## config.mk

```make
export PLATFORM = sky130hd
export DESIGN_NAME = serial_paralelo_phy_rx_align
export DESIGN_NICKNAME = d
export VERILOG_FILES = /design/src/rtl/serial_paralelo_phy_rx_align_pkg.sv /design/src/rtl/serial_paralelo_phy_rx_align_comma_detect.sv /design/src/rtl/serial_paralelo_phy_rx_align.sv
export SDC_FILE = /design/constraint.sdc
export NUM_CORES = 1
export LEC_CHECK = 0
export BUFFER_PORTS_ARGS = -buffer_cell sky130_fd_sc_hd__buf_4
export CORE_MARGIN = 1.5
export CORE_UTILIZATION = 50
export CTS_CLUSTER_DIAMETER = 40
export DETAILED_ROUTE_END_ITERATION = 12
export PLACE_DENSITY = 0.81
export SETUP_SLACK_MARGIN = 0.2
export SLEW_MARGIN = 20
export SYNTH_ARGS = -nofsm -noshare
export SYNTH_HDL_FRONTEND = slang
export SYNTH_SLANG_ARGS = --single-unit
```

## constraint.sdc

```tcl
create_clock -name clk_32f -period 2.3 [get_ports clk_32f]
set_clock_uncertainty 0.2 [all_clocks]
set_input_delay 0.46 -clock clk_32f [delete_from_list [all_inputs] [get_ports clk_32f]]
set_output_delay 0.46 -clock clk_32f [all_outputs]
set_load 0.01 [all_outputs]
```

## src/rtl/serial_paralelo_phy_rx_align_pkg.sv

```systemverilog
// Shared PHY definitions: alignment FSM states and default word/comma values.
package phy_defs;

    typedef enum logic [1:0] {
        HUNT   = 2'd0,
        SYNC   = 2'd1,
        LOCKED = 2'd2
    } sync_state_e;

    localparam int         DEF_WIDTH = 8;
    localparam logic [7:0] DEF_COMMA = 8'hBC;

endpackage

```

## src/rtl/serial_paralelo_phy_rx_align_comma_detect.sv

```systemverilog
// Serial shift register with comma compare on the next-state word.
module phy_comma_detect
    import phy_defs::*;
#(
    parameter int               WIDTH = DEF_WIDTH,
    parameter logic [WIDTH-1:0] COMMA = WIDTH'(DEF_COMMA)
) (
    input  logic             clk,
    input  logic             rst_n,
    input  logic             data_in,
    output logic [WIDTH-1:0] nxt,
    output logic             match
);

    logic [WIDTH-1:0] shreg_q;
    logic [WIDTH-1:0] shreg_d;

    // Compare against the word including the bit sampled this cycle.
    always_comb begin
        nxt     = {shreg_q[WIDTH-2:0], data_in};
        shreg_d = nxt;
        match   = (nxt == COMMA);
    end

    always_ff @(posedge clk or negedge rst_n) begin
        if (!rst_n) shreg_q <= '0;
        else        shreg_q <= shreg_d;
    end

endmodule

```

## src/rtl/serial_paralelo_phy_rx_align.sv

```systemverilog
// Serial-to-parallel receiver: comma hunt, multi-comma lock, loss-of-lock on misaligned commas.
module serial_paralelo_phy_rx_align
    import phy_defs::*;
#(
    parameter int               WIDTH      = DEF_WIDTH,
    parameter logic [WIDTH-1:0] COMMA      = WIDTH'(DEF_COMMA),
    parameter int               LOCK_COUNT = 4,
    parameter int               LOSS_COUNT = 3
) (
    input  logic             clk_32f,
    input  logic             default_values,
    input  logic             data_in,
    output logic [WIDTH-1:0] data_out,
    output logic             word_valid,
    output logic             is_comma,
    output logic             active,
    output logic             idle_out,
    output logic [1:0]       sync_state
);

    localparam int BW = $clog2(WIDTH);
    localparam int CW = $clog2(LOCK_COUNT + 1);
    localparam int EW = $clog2(LOSS_COUNT + 1);

    localparam logic [BW-1:0] BIT_LAST = BW'(WIDTH - 1);
    localparam logic [CW-1:0] LOCK_C   = CW'(LOCK_COUNT);
    localparam logic [CW-1:0] LOCK_M1  = CW'(LOCK_COUNT - 1);
    localparam logic [EW-1:0] LOSS_M1  = EW'(LOSS_COUNT - 1);

    logic [WIDTH-1:0] nxt;
    logic             match;
    logic             boundary;

    sync_state_e      state_q, state_d;
    logic [BW-1:0]    bit_cnt_q, bit_cnt_d;
    logic [CW-1:0]    comma_cnt_q, comma_cnt_d;
    logic [EW-1:0]    err_cnt_q, err_cnt_d;
    logic [WIDTH-1:0] data_out_q, data_out_d;
    logic             word_valid_q, word_valid_d;
    logic             is_comma_q, is_comma_d;
    logic             active_q, active_d;
    logic             idle_out_q, idle_out_d;

    phy_comma_detect #(
        .WIDTH (WIDTH),
        .COMMA (COMMA)
    ) u_comma_detect (
        .clk     (clk_32f),
        .rst_n   (default_values),
        .data_in (data_in),
        .nxt     (nxt),
        .match   (match)
    );

    assign boundary = (bit_cnt_q == BIT_LAST);

    always_comb begin
        state_d      = state_q;
        bit_cnt_d    = boundary ? '0 : bit_cnt_q + BW'(1);
        comma_cnt_d  = comma_cnt_q;
        err_cnt_d    = err_cnt_q;
        data_out_d   = data_out_q;
        word_valid_d = 1'b0;
        active_d     = active_q;

        case (state_q)
            HUNT: begin
                if (match) begin
                    bit_cnt_d    = '0;
                    comma_cnt_d  = CW'(1);
                    data_out_d   = nxt;
                    word_valid_d = 1'b1;
                    if (LOCK_COUNT == 1) begin
                        state_d   = LOCKED;
                        active_d  = 1'b1;
                        err_cnt_d = '0;
                    end else begin
                        state_d = SYNC;
                    end
                end
            end
            SYNC: begin
                if (boundary) begin
                    if (match) begin
                        comma_cnt_d  = (comma_cnt_q == LOCK_C) ? comma_cnt_q : comma_cnt_q + CW'(1);
                        data_out_d   = nxt;
                        word_valid_d = 1'b1;
                        if (comma_cnt_q == LOCK_M1) begin
                            state_d   = LOCKED;
                            active_d  = 1'b1;
                            err_cnt_d = '0;
                        end
                    end else begin
                        state_d     = HUNT;
                        comma_cnt_d = '0;
                    end
                end else if (match) begin
                    // A comma off the tentative grid means we guessed the wrong phase.
                    bit_cnt_d    = '0;
                    comma_cnt_d  = CW'(1);
                    data_out_d   = nxt;
                    word_valid_d = 1'b1;
                end
            end
            LOCKED: begin
                if (boundary) begin
                    data_out_d   = nxt;
                    word_valid_d = 1'b1;
                    if (match) err_cnt_d = '0;
                end else if (match) begin
                    if (err_cnt_q == LOSS_M1) begin
                        state_d     = HUNT;
                        active_d    = 1'b0;
                        err_cnt_d   = '0;
                        bit_cnt_d   = '0;
                        comma_cnt_d = '0;
                    end else begin
                        err_cnt_d = err_cnt_q + EW'(1);
                    end
                end
            end
            default: begin
                state_d     = HUNT;
                active_d    = 1'b0;
                comma_cnt_d = '0;
                err_cnt_d   = '0;
            end
        endcase

        is_comma_d = (data_out_d == COMMA);
        idle_out_d = active_d && !is_comma_d;
    end

    always_ff @(posedge clk_32f or negedge default_values) begin
        if (!default_values) begin
            state_q      <= HUNT;
            bit_cnt_q    <= '0;
            comma_cnt_q  <= '0;
            err_cnt_q    <= '0;
            data_out_q   <= '0;
            word_valid_q <= 1'b0;
            is_comma_q   <= 1'b0;
            active_q     <= 1'b0;
            idle_out_q   <= 1'b0;
        end else begin
            state_q      <= state_d;
            bit_cnt_q    <= bit_cnt_d;
            comma_cnt_q  <= comma_cnt_d;
            err_cnt_q    <= err_cnt_d;
            data_out_q   <= data_out_d;
            word_valid_q <= word_valid_d;
            is_comma_q   <= is_comma_d;
            active_q     <= active_d;
            idle_out_q   <= idle_out_d;
        end
    end

    assign data_out   = data_out_q;
    assign word_valid = word_valid_q;
    assign is_comma   = is_comma_q;
    assign active     = active_q;
    assign idle_out   = idle_out_q;
    assign sync_state = state_q;

endmodule

```

---- Word level (Yosys, flattened, before mapping) ----
Index checks and enable logic that the tools add are counted.
operators by class
  add/subtract/negate cells ............... 3
  eq/ne operators ......................... 17
  multiplexer cells ....................... 44
  bitwise gates (word level) .............. 1
  reduce and logical (&&, ||, !) cells .... 7
operator list
  operator                                             count
  2-to-1 mux 3 bit                                     13
  2-to-1 mux 2 bit                                     14
  one-hot mux 3 bit (3 select lines)                   2
  equality test 8 bit, second input constant           2
  2-to-1 mux 8 bit                                     2
  one-hot mux 8 bit (2 select lines)                   1
  != test 2 bit, second input constant                 7
  one-hot mux 2 bit (3 select lines)                   2
  2-to-1 mux 1 bit                                     8
  adder 3 x 1 -> 3 bit, second input constant          2
  equality test 3 bit, second input constant           2
  AND reduction 6 bit                                  1
  AND reduction 5 bit                                  1
  equality test 2 bit, second input constant           2
  != test 4 bit, second input constant                 1
  AND reduction 4 bit                                  1
  equality test 3 x 2 -> 1 bit, second input constant  1
  != test 3 bit, second input constant                 1
  one-hot mux 1 bit (3 select lines)                   1
  adder 2 x 1 -> 2 bit, second input constant          1
  equality test 2 x 1 -> 1 bit, second input constant  1
  logical NOT 2 bit                                    1
  one-hot mux 1 bit (2 select lines)                   1
  OR reduction 2 bit                                   1
  3 further kinds                                      3
storage, ports and cells
  bits in registers ....................... 29
  input port bits ......................... 3
  output and inout bits ................... 14
  logic and storage cells ................. 82

---- Longest topological paths before layout ----
  depth after elaboration ................. 6
  gate-level depth with buffers ........... 8
  depth with buffers taken out ............ 7

---- Cells and area by module ----
From an unflattened synthesis, not the netlist that was laid out.
second synthesis, totals
  cells, all modules ...................... 107
  area, all modules ....................... 1321.3 µm²
by module, submodules not included
  module                        instances  cells each  area an instance (µm²)  seq. area each (µm²)
  serial_paralelo_phy_rx_align  1          96          1113.6                  550.5
  phy_comma_detect              1          11          207.7                   175.2

---- Worst setup path after synthesis ----
Ideal clock, no wire load.
  path kind ............................... reg-to-reg
  from .................................... register bit_cnt_q[0]
  to ...................................... register idle_out_q, in the netlist idle_out
  library setup time ...................... 123 ps
  arrival time ............................ 1744 ps
  required time ........................... 1977 ps
  path slack .............................. 234 ps
  stages on the path, launching flop included .. 9
  buffers on the path ..................... 1
  period minus slack after synthesis ...... 2066 ps
  cells stage by stage .................... dfrtp_1 ha_1 ha_1 nand2b_1 buf_6 mux2i_1 o22ai_4 nor4_4 nor2_2
between the ends
  cells in the longest elaborated chain, start to end .. 6
  elaborated cells between the ends (all ways) .. 9
  classes of those cells .................. eq/ne: 2; mux: 5; reduce/logical: 2
RTL lines
  element                             RTL line                             source
  start, declared                     serial_paralelo_phy_rx_align.sv:35   logic [BW-1:0] bit_cnt_q, bit_cnt_d;
  start signal, assigned              serial_paralelo_phy_rx_align.sv:147  bit_cnt_q <= bit_cnt_d;
  equality test 3 bit                 serial_paralelo_phy_rx_align.sv:55   assign boundary = (bit_cnt_q == BIT_LAST);
  2-to-1 mux 8 bit                    serial_paralelo_phy_rx_align.sv:106  if (boundary) begin
  one-hot mux 8 bit (2 select lines)  serial_paralelo_phy_rx_align.sv:66   case (state_q)
  via data_out_d[0]                   serial_paralelo_phy_rx_align.sv:38   logic [WIDTH-1:0] data_out_q, data_out_d;
  equality test 8 bit                 serial_paralelo_phy_rx_align.sv:130  is_comma_d = (data_out_d == COMMA);
  via is_comma_d                      serial_paralelo_phy_rx_align.sv:40   logic is_comma_q, is_comma_d;
  logical NOT 1 bit                   serial_paralelo_phy_rx_align.sv:131  idle_out_d = active_d && !is_comma_d;
  logical AND 1 bit                   serial_paralelo_phy_rx_align.sv:131
  via idle_out_d                      serial_paralelo_phy_rx_align.sv:42   logic idle_out_q, idle_out_d;
  end signal, assigned                serial_paralelo_phy_rx_align.sv:154  idle_out_q <= idle_out_d;
  end, declared                       serial_paralelo_phy_rx_align.sv:42
The timed path passes the listed nets, and every way through them passes these cells.
A chain may end at the register's enable or synchronous reset.

---- Worst setup path after layout ----
  from .................................... register u_comma_detect.shreg_q[0]
  to ...................................... register err_cnt_q[0]
between the ends
  cells in the longest elaborated chain, start to end .. 3
  elaborated cells between the ends (all ways) .. 4
  classes of those cells .................. eq/ne: 3; reduce/logical: 1
RTL lines
  element                          RTL line                                         source
  start, declared                  serial_paralelo_phy_rx_align_comma_detect.sv:15  logic [WIDTH-1:0] shreg_q;
  start signal, assigned           serial_paralelo_phy_rx_align_comma_detect.sv:27  else shreg_q <= shreg_d;
  equality test 8 bit *            serial_paralelo_phy_rx_align_comma_detect.sv:22  match = (nxt == COMMA);
  != test 2 bit (no line)          --
  AND reduction 5 bit (no line) *  --
  end signal, assigned             serial_paralelo_phy_rx_align.sv:149              err_cnt_q <= err_cnt_d;
  end, declared                    serial_paralelo_phy_rx_align.sv:37               logic [EW-1:0] err_cnt_q, err_cnt_d;
Every way passes the cells marked *; elsewhere a longest branch is shown, timed or not.

==> metrics.txt <==
# TYPE chip_impl_metric gauge
chip_impl_info{name="status",value="complete, no violations"} 1
chip_impl_info{name="dominant_cell_type_by_area_after_synthesis",value="sky130_fd_sc_hd__dfrtp_1"} 1
chip_impl_metric{name="final_cell_count_no_fill",unit=""} 181
chip_impl_metric{name="power_density",unit="nW/um2"} 535
chip_impl_metric{name="grt_ovf",unit=""} 0
chip_impl_metric{name="use_met2",unit="%"} 31.6
chip_impl_metric{name="synth.ff_latch_count",unit=""} 29
chip_impl_metric{name="numClockSinks",unit=""} 29
chip_impl_metric{name="totalPowerFinal",unit="uW"} 918
chip_impl_metric{name="drc_errors",unit=""} 0
chip_impl_info{name="cts-root-buf",value="sky130_fd_sc_hd__clkbuf_4"} 1
chip_impl_metric{name="place_area",unit="um2"} 1600
chip_impl_metric{name="max_freq",unit="MHz"} 497
chip_impl_info{name="yosysMostFrequentCell",value="sky130_fd_sc_hd__dfrtp_1"} 1
chip_impl_metric{name="cts_buffer_depth",unit=""} 2
chip_impl_metric{name="design.die.area",unit="um2"} 3230
chip_impl_metric{name="buffer_ports.inserted",unit=""} 16
chip_impl_metric{name="final.setup.worst_slack",unit="ps"} 286
chip_impl_metric{name="first_pass_iters",unit=""} 4
chip_impl_metric{name="number_of_cts_inserted_buffers",unit=""} 5
chip_impl_metric{name="worst-path-max-fanout",unit=""} 6
chip_impl_metric{name="multi_input_comb_area",unit="um2"} 714
chip_impl_metric{name="chip_width",unit="um"} 56.9
chip_impl_metric{name="async_sr_flop_fraction",unit="%"} 100
chip_impl_metric{name="num_antenna_cells",unit=""} 0
chip_impl_info{name="synthFlopType",value="sky130_fd_sc_hd__dfrtp_1"} 1
chip_impl_metric{name="synthesis.instances",unit=""} 127
chip_impl_metric{name="period_needed",unit="ps"} 2010
chip_impl_metric{name="via_count",unit=""} 1063
chip_impl_metric{name="number_of_nets_produced_by_synthesis",unit=""} 136
chip_impl_metric{name="design.core.area",unit="um2"} 2760
chip_impl_metric{name="grt_antenna_before_repair",unit=""} 0
chip_impl_info{name="ys_top_cells_by_count",value="sky130_fd_sc_hd__dfrtp_1 (29), sky130_fd_sc_hd__nor2_1 (10), sky130_fd_sc_hd__nand2_1 (9)"} 1
chip_impl_metric{name="grt_first_pass_wirelength",unit="um"} 4970
chip_impl_metric{name="start_util",unit="%"} 52.6
chip_impl_metric{name="grt_start_max_net_pins",unit=""} 30
chip_impl_info{name="r2r-start",value="u_comma_detect.shreg_q[0]$_DFF_PN0_"} 1
chip_impl_metric{name="finalInstanceArea",unit="um2"} 1720
chip_impl_metric{name="slew_headroom",unit="%"} 69.6
chip_impl_metric{name="whs_path_depth",unit=""} 1
chip_impl_metric{name="die_y",unit="um"} 56.9
chip_impl_metric{name="wl_per_cell",unit="um"} 15.5
chip_impl_metric{name="route.detailed.vias_per_inst",unit=""} 5.87
chip_impl_metric{name="routabilityCongestion",unit=""} 0.838
chip_impl_info{name="crit_path_end_kind",value="flop"} 1
chip_impl_metric{name="antenna_left",unit=""} 0
chip_impl_metric{name="average_footprint_of_a_synthesized_cell",unit="um2"} 11.4
chip_impl_metric{name="finalHoldViolations",unit=""} 0
chip_impl_info{name="criticalPathCategory",value="reg2reg"} 1
chip_impl_metric{name="cts-htree-levels",unit=""} 2
chip_impl_metric{name="timing.setup.tns",unit="ps"} 0
chip_impl_metric{name="synthesis.area",unit="um2"} 1450
chip_impl_metric{name="worst_pin_slew",unit="ps"} 456
chip_impl_metric{name="post-place-cells",unit=""} 173
chip_impl_metric{name="estimated_wirelength_of_the_detail_placed_design",unit="um"} 2000
chip_impl_metric{name="drt-total-wl",unit="um"} 2800
chip_impl_metric{name="top_level_ports",unit=""} 17
chip_impl_metric{name="first_global_vias",unit=""} 1067
chip_impl_metric{name="grt_use_met3",unit="%"} 4.84
chip_impl_metric{name="p_leak",unit="nW"} 0.799
chip_impl_info{name="yosys-top-cells-area",value="sky130_fd_sc_hd__dfrtp_1 (50%), sky130_fd_sc_hd__mux2i_1 (5.5%), sky130_fd_sc_hd__ha_1 (5.2%)"} 1
chip_impl_info{name="hp-class",value="in2reg"} 1
chip_impl_info{name="worst_hold_endpoint",value="u_comma_detect.shreg_q[0]$_DFF_PN0_"} 1
chip_impl_metric{name="grtUsageMet1",unit="%"} 26.5
chip_impl_info{name="grt_most_used_layer",value="met2"} 1
chip_impl_metric{name="area_growth_syn_to_layout",unit="%"} 18.4
chip_impl_info{name="critical_path.reg2reg.endpoint",value="err_cnt_q[0]$_DFFE_PN0P_"} 1
chip_impl_metric{name="yosysWarnings",unit=""} 0
chip_impl_metric{name="grt_util_all_layers",unit="%"} 20.3
chip_impl_metric{name="cp_data_required_time",unit="ps"} 2310
chip_impl_metric{name="timing.final.max_slew_violations",unit=""} 0
chip_impl_metric{name="synthDominantCellAreaShare",unit="%"} 50.0
chip_impl_info{name="critPathLaunchType",value="flop"} 1
chip_impl_metric{name="dr.first_iter.drc_count",unit=""} 34
chip_impl_metric{name="placement_rows",unit=""} 19
chip_impl_info{name="cts_tree",value="built"} 1
chip_impl_metric{name="report.final.setup_viol",unit=""} 0
chip_impl_metric{name="place_worst_setup_slack",unit="ps"} 67.2
chip_impl_metric{name="clk-insertion-delay-late",unit="ps"} 320
chip_impl_metric{name="sequential_cell_area",unit="um2"} 726
chip_impl_metric{name="max_cap_viol",unit=""} 0
chip_impl_metric{name="synth-edff-count",unit=""} 0
chip_impl_metric{name="rr_worst_depth",unit=""} 5
chip_impl_metric{name="fin_nets",unit=""} 159
chip_impl_metric{name="peakVddDrop",unit="V"} 0.000439
chip_impl_metric{name="final.period_utilization",unit="%"} 87.6
chip_impl_metric{name="yosysUniqueCellTypes",unit=""} 40
chip_impl_metric{name="post_route_cells_drive_above_1_share",unit="%"} 29.3
chip_impl_metric{name="num-fill-cells",unit=""} 231
chip_impl_metric{name="sequential_to_total_area_share_from_yosys_stat",unit="%"} 50.0
chip_impl_info{name="hold_start",value="data_in"} 1
chip_impl_metric{name="cp_data_arrival_time",unit="ps"} 2030
chip_impl_metric{name="r2r_setup_slack",unit="ps"} 290
chip_impl_info{name="grt_setup_unrepaired",value="yes"} 1
chip_impl_metric{name="clk_pin_slew_worst_paths",unit="ps"} 80
-- how the worst max path moves through the flow --
stage / startpoint / to / slack [ps]
after CTS: bit_cnt_q[0]$_DFF_PN0_ / idle_out$_DFF_PN0_ / 230
after detailed placement: bit_cnt_q[0]$_DFF_PN0_ / idle_out$_DFF_PN0_ / 70
after floorplan: bit_cnt_q[0]$_DFF_PN0_ / idle_out$_DFF_PN0_ / 230
after global routing: bit_cnt_q[0]$_DFF_PN0_ / idle_out$_DFF_PN0_ / 190
final: u_comma_detect.shreg_q[0]$_DFF_PN0_ / err_cnt_q[0]$_DFFE_PN0P_ / 290
after global placement: bit_cnt_q[0]$_DFF_PN0_ / idle_out$_DFF_PN0_ / 140
-- stage by stage --
step | hold WS, ps | utilization, %
finish | 114 | 62.3
global route | 90.1 | 62.3
CTS | 78.3 | 61.0
detailed placement | 204 | 58.2
global placement | 198 | 58.2
floorplan | -35.6 | -
-- what timing repair did --
item	in CTS	in global routing
hold buffers	1	0
pin swaps	0	0
endpoints found under the hold margin	29	0
setup buffers	0	0
gates resized for setup	3	5
endpoints found under the setup margin	2	2
-- flip-flops by register name, summed over array words and instances, names as in the netlist --
| signal | count |
|---|---|
| active | 1 |
| bit_cnt_q | 3 |
| comma_cnt_q | 3 |
| data_out | 8 |
| err_cnt_q | 2 |
| idle_out | 1 |
| is_comma | 1 |
| sync_state | 2 |
| u_comma_detect.shreg_q | 7 |
| word_valid | 1 |
-- layout by cell type, fill, tap and decap left out, types with 2 or more instances in the layout --
| cell | netlist | routed |
|---|---|---|
| sky130_fd_sc_hd__a21oi_1 | 5 | 5 |
| sky130_fd_sc_hd__a22oi_1 | 4 | 4 |
| sky130_fd_sc_hd__a41oi_1 | 3 | 3 |
| sky130_fd_sc_hd__and2_1 | 2 | 2 |
| sky130_fd_sc_hd__and4_1 | 2 | 2 |
| sky130_fd_sc_hd__buf_4 | 0 | 20 |
| sky130_fd_sc_hd__clkbuf_4 | 0 | 5 |
| sky130_fd_sc_hd__dfrtp_1 | 29 | 29 |
| sky130_fd_sc_hd__ha_1 | 6 | 5 |
| sky130_fd_sc_hd__inv_1 | 6 | 6 |
| sky130_fd_sc_hd__mux2i_1 | 8 | 6 |
| sky130_fd_sc_hd__nand2_1 | 9 | 8 |
| sky130_fd_sc_hd__nand3_1 | 2 | 2 |
| sky130_fd_sc_hd__nand3b_1 | 3 | 3 |
| sky130_fd_sc_hd__nor2_1 | 10 | 10 |
| sky130_fd_sc_hd__nor3_1 | 3 | 3 |
| sky130_fd_sc_hd__o21ai_0 | 2 | 2 |
| sky130_fd_sc_hd__o21ai_1 | 6 | 6 |
-- final cells by class --
type / count / share of cell area (%)
multi-input combinational: 87 / 41.6
sequential: 29 / 42.3
inverter: 6 / 1.31
tap: 31 / 2.26
timing repair buffer: 21 / 9.33
clock buffer: 7 / 3.21
-- per-layer routing --
layer | vias up | wire (um)
li1 | 509 | -
met1 | 523 | 1250
met2 | 26 | 1410
met3 | 5 | 102
met4 | 0 | 36
met5 | - | 0
-- report_power, final --
group          total (mW)  switching (mW)  internal (mW)
Sequential          0.546          0.0193          0.526
Clock               0.308           0.164          0.144
Combinational      0.0648          0.0331         0.0317
-- cells by family after synthesis --
kind of cell	synth area share (%)
mux	6.30
simple gates	18.8
compound gates	15.7
buf+inv	3.97
flops	50.0
fa+ha+maj	5.18
-- worst max-delay path, stage by stage (launching register included) --
cell and delay, ps:
sky130_fd_sc_hd__dfrtp_1 440, sky130_fd_sc_hd__or4b_4 590, sky130_fd_sc_hd__nor2_8 170, sky130_fd_sc_hd__a41oi_1 160, sky130_fd_sc_hd__o21ai_1 140, sky130_fd_sc_hd__a21bo_1 210
Note: power is estimated with default switching activity, not from simulation.
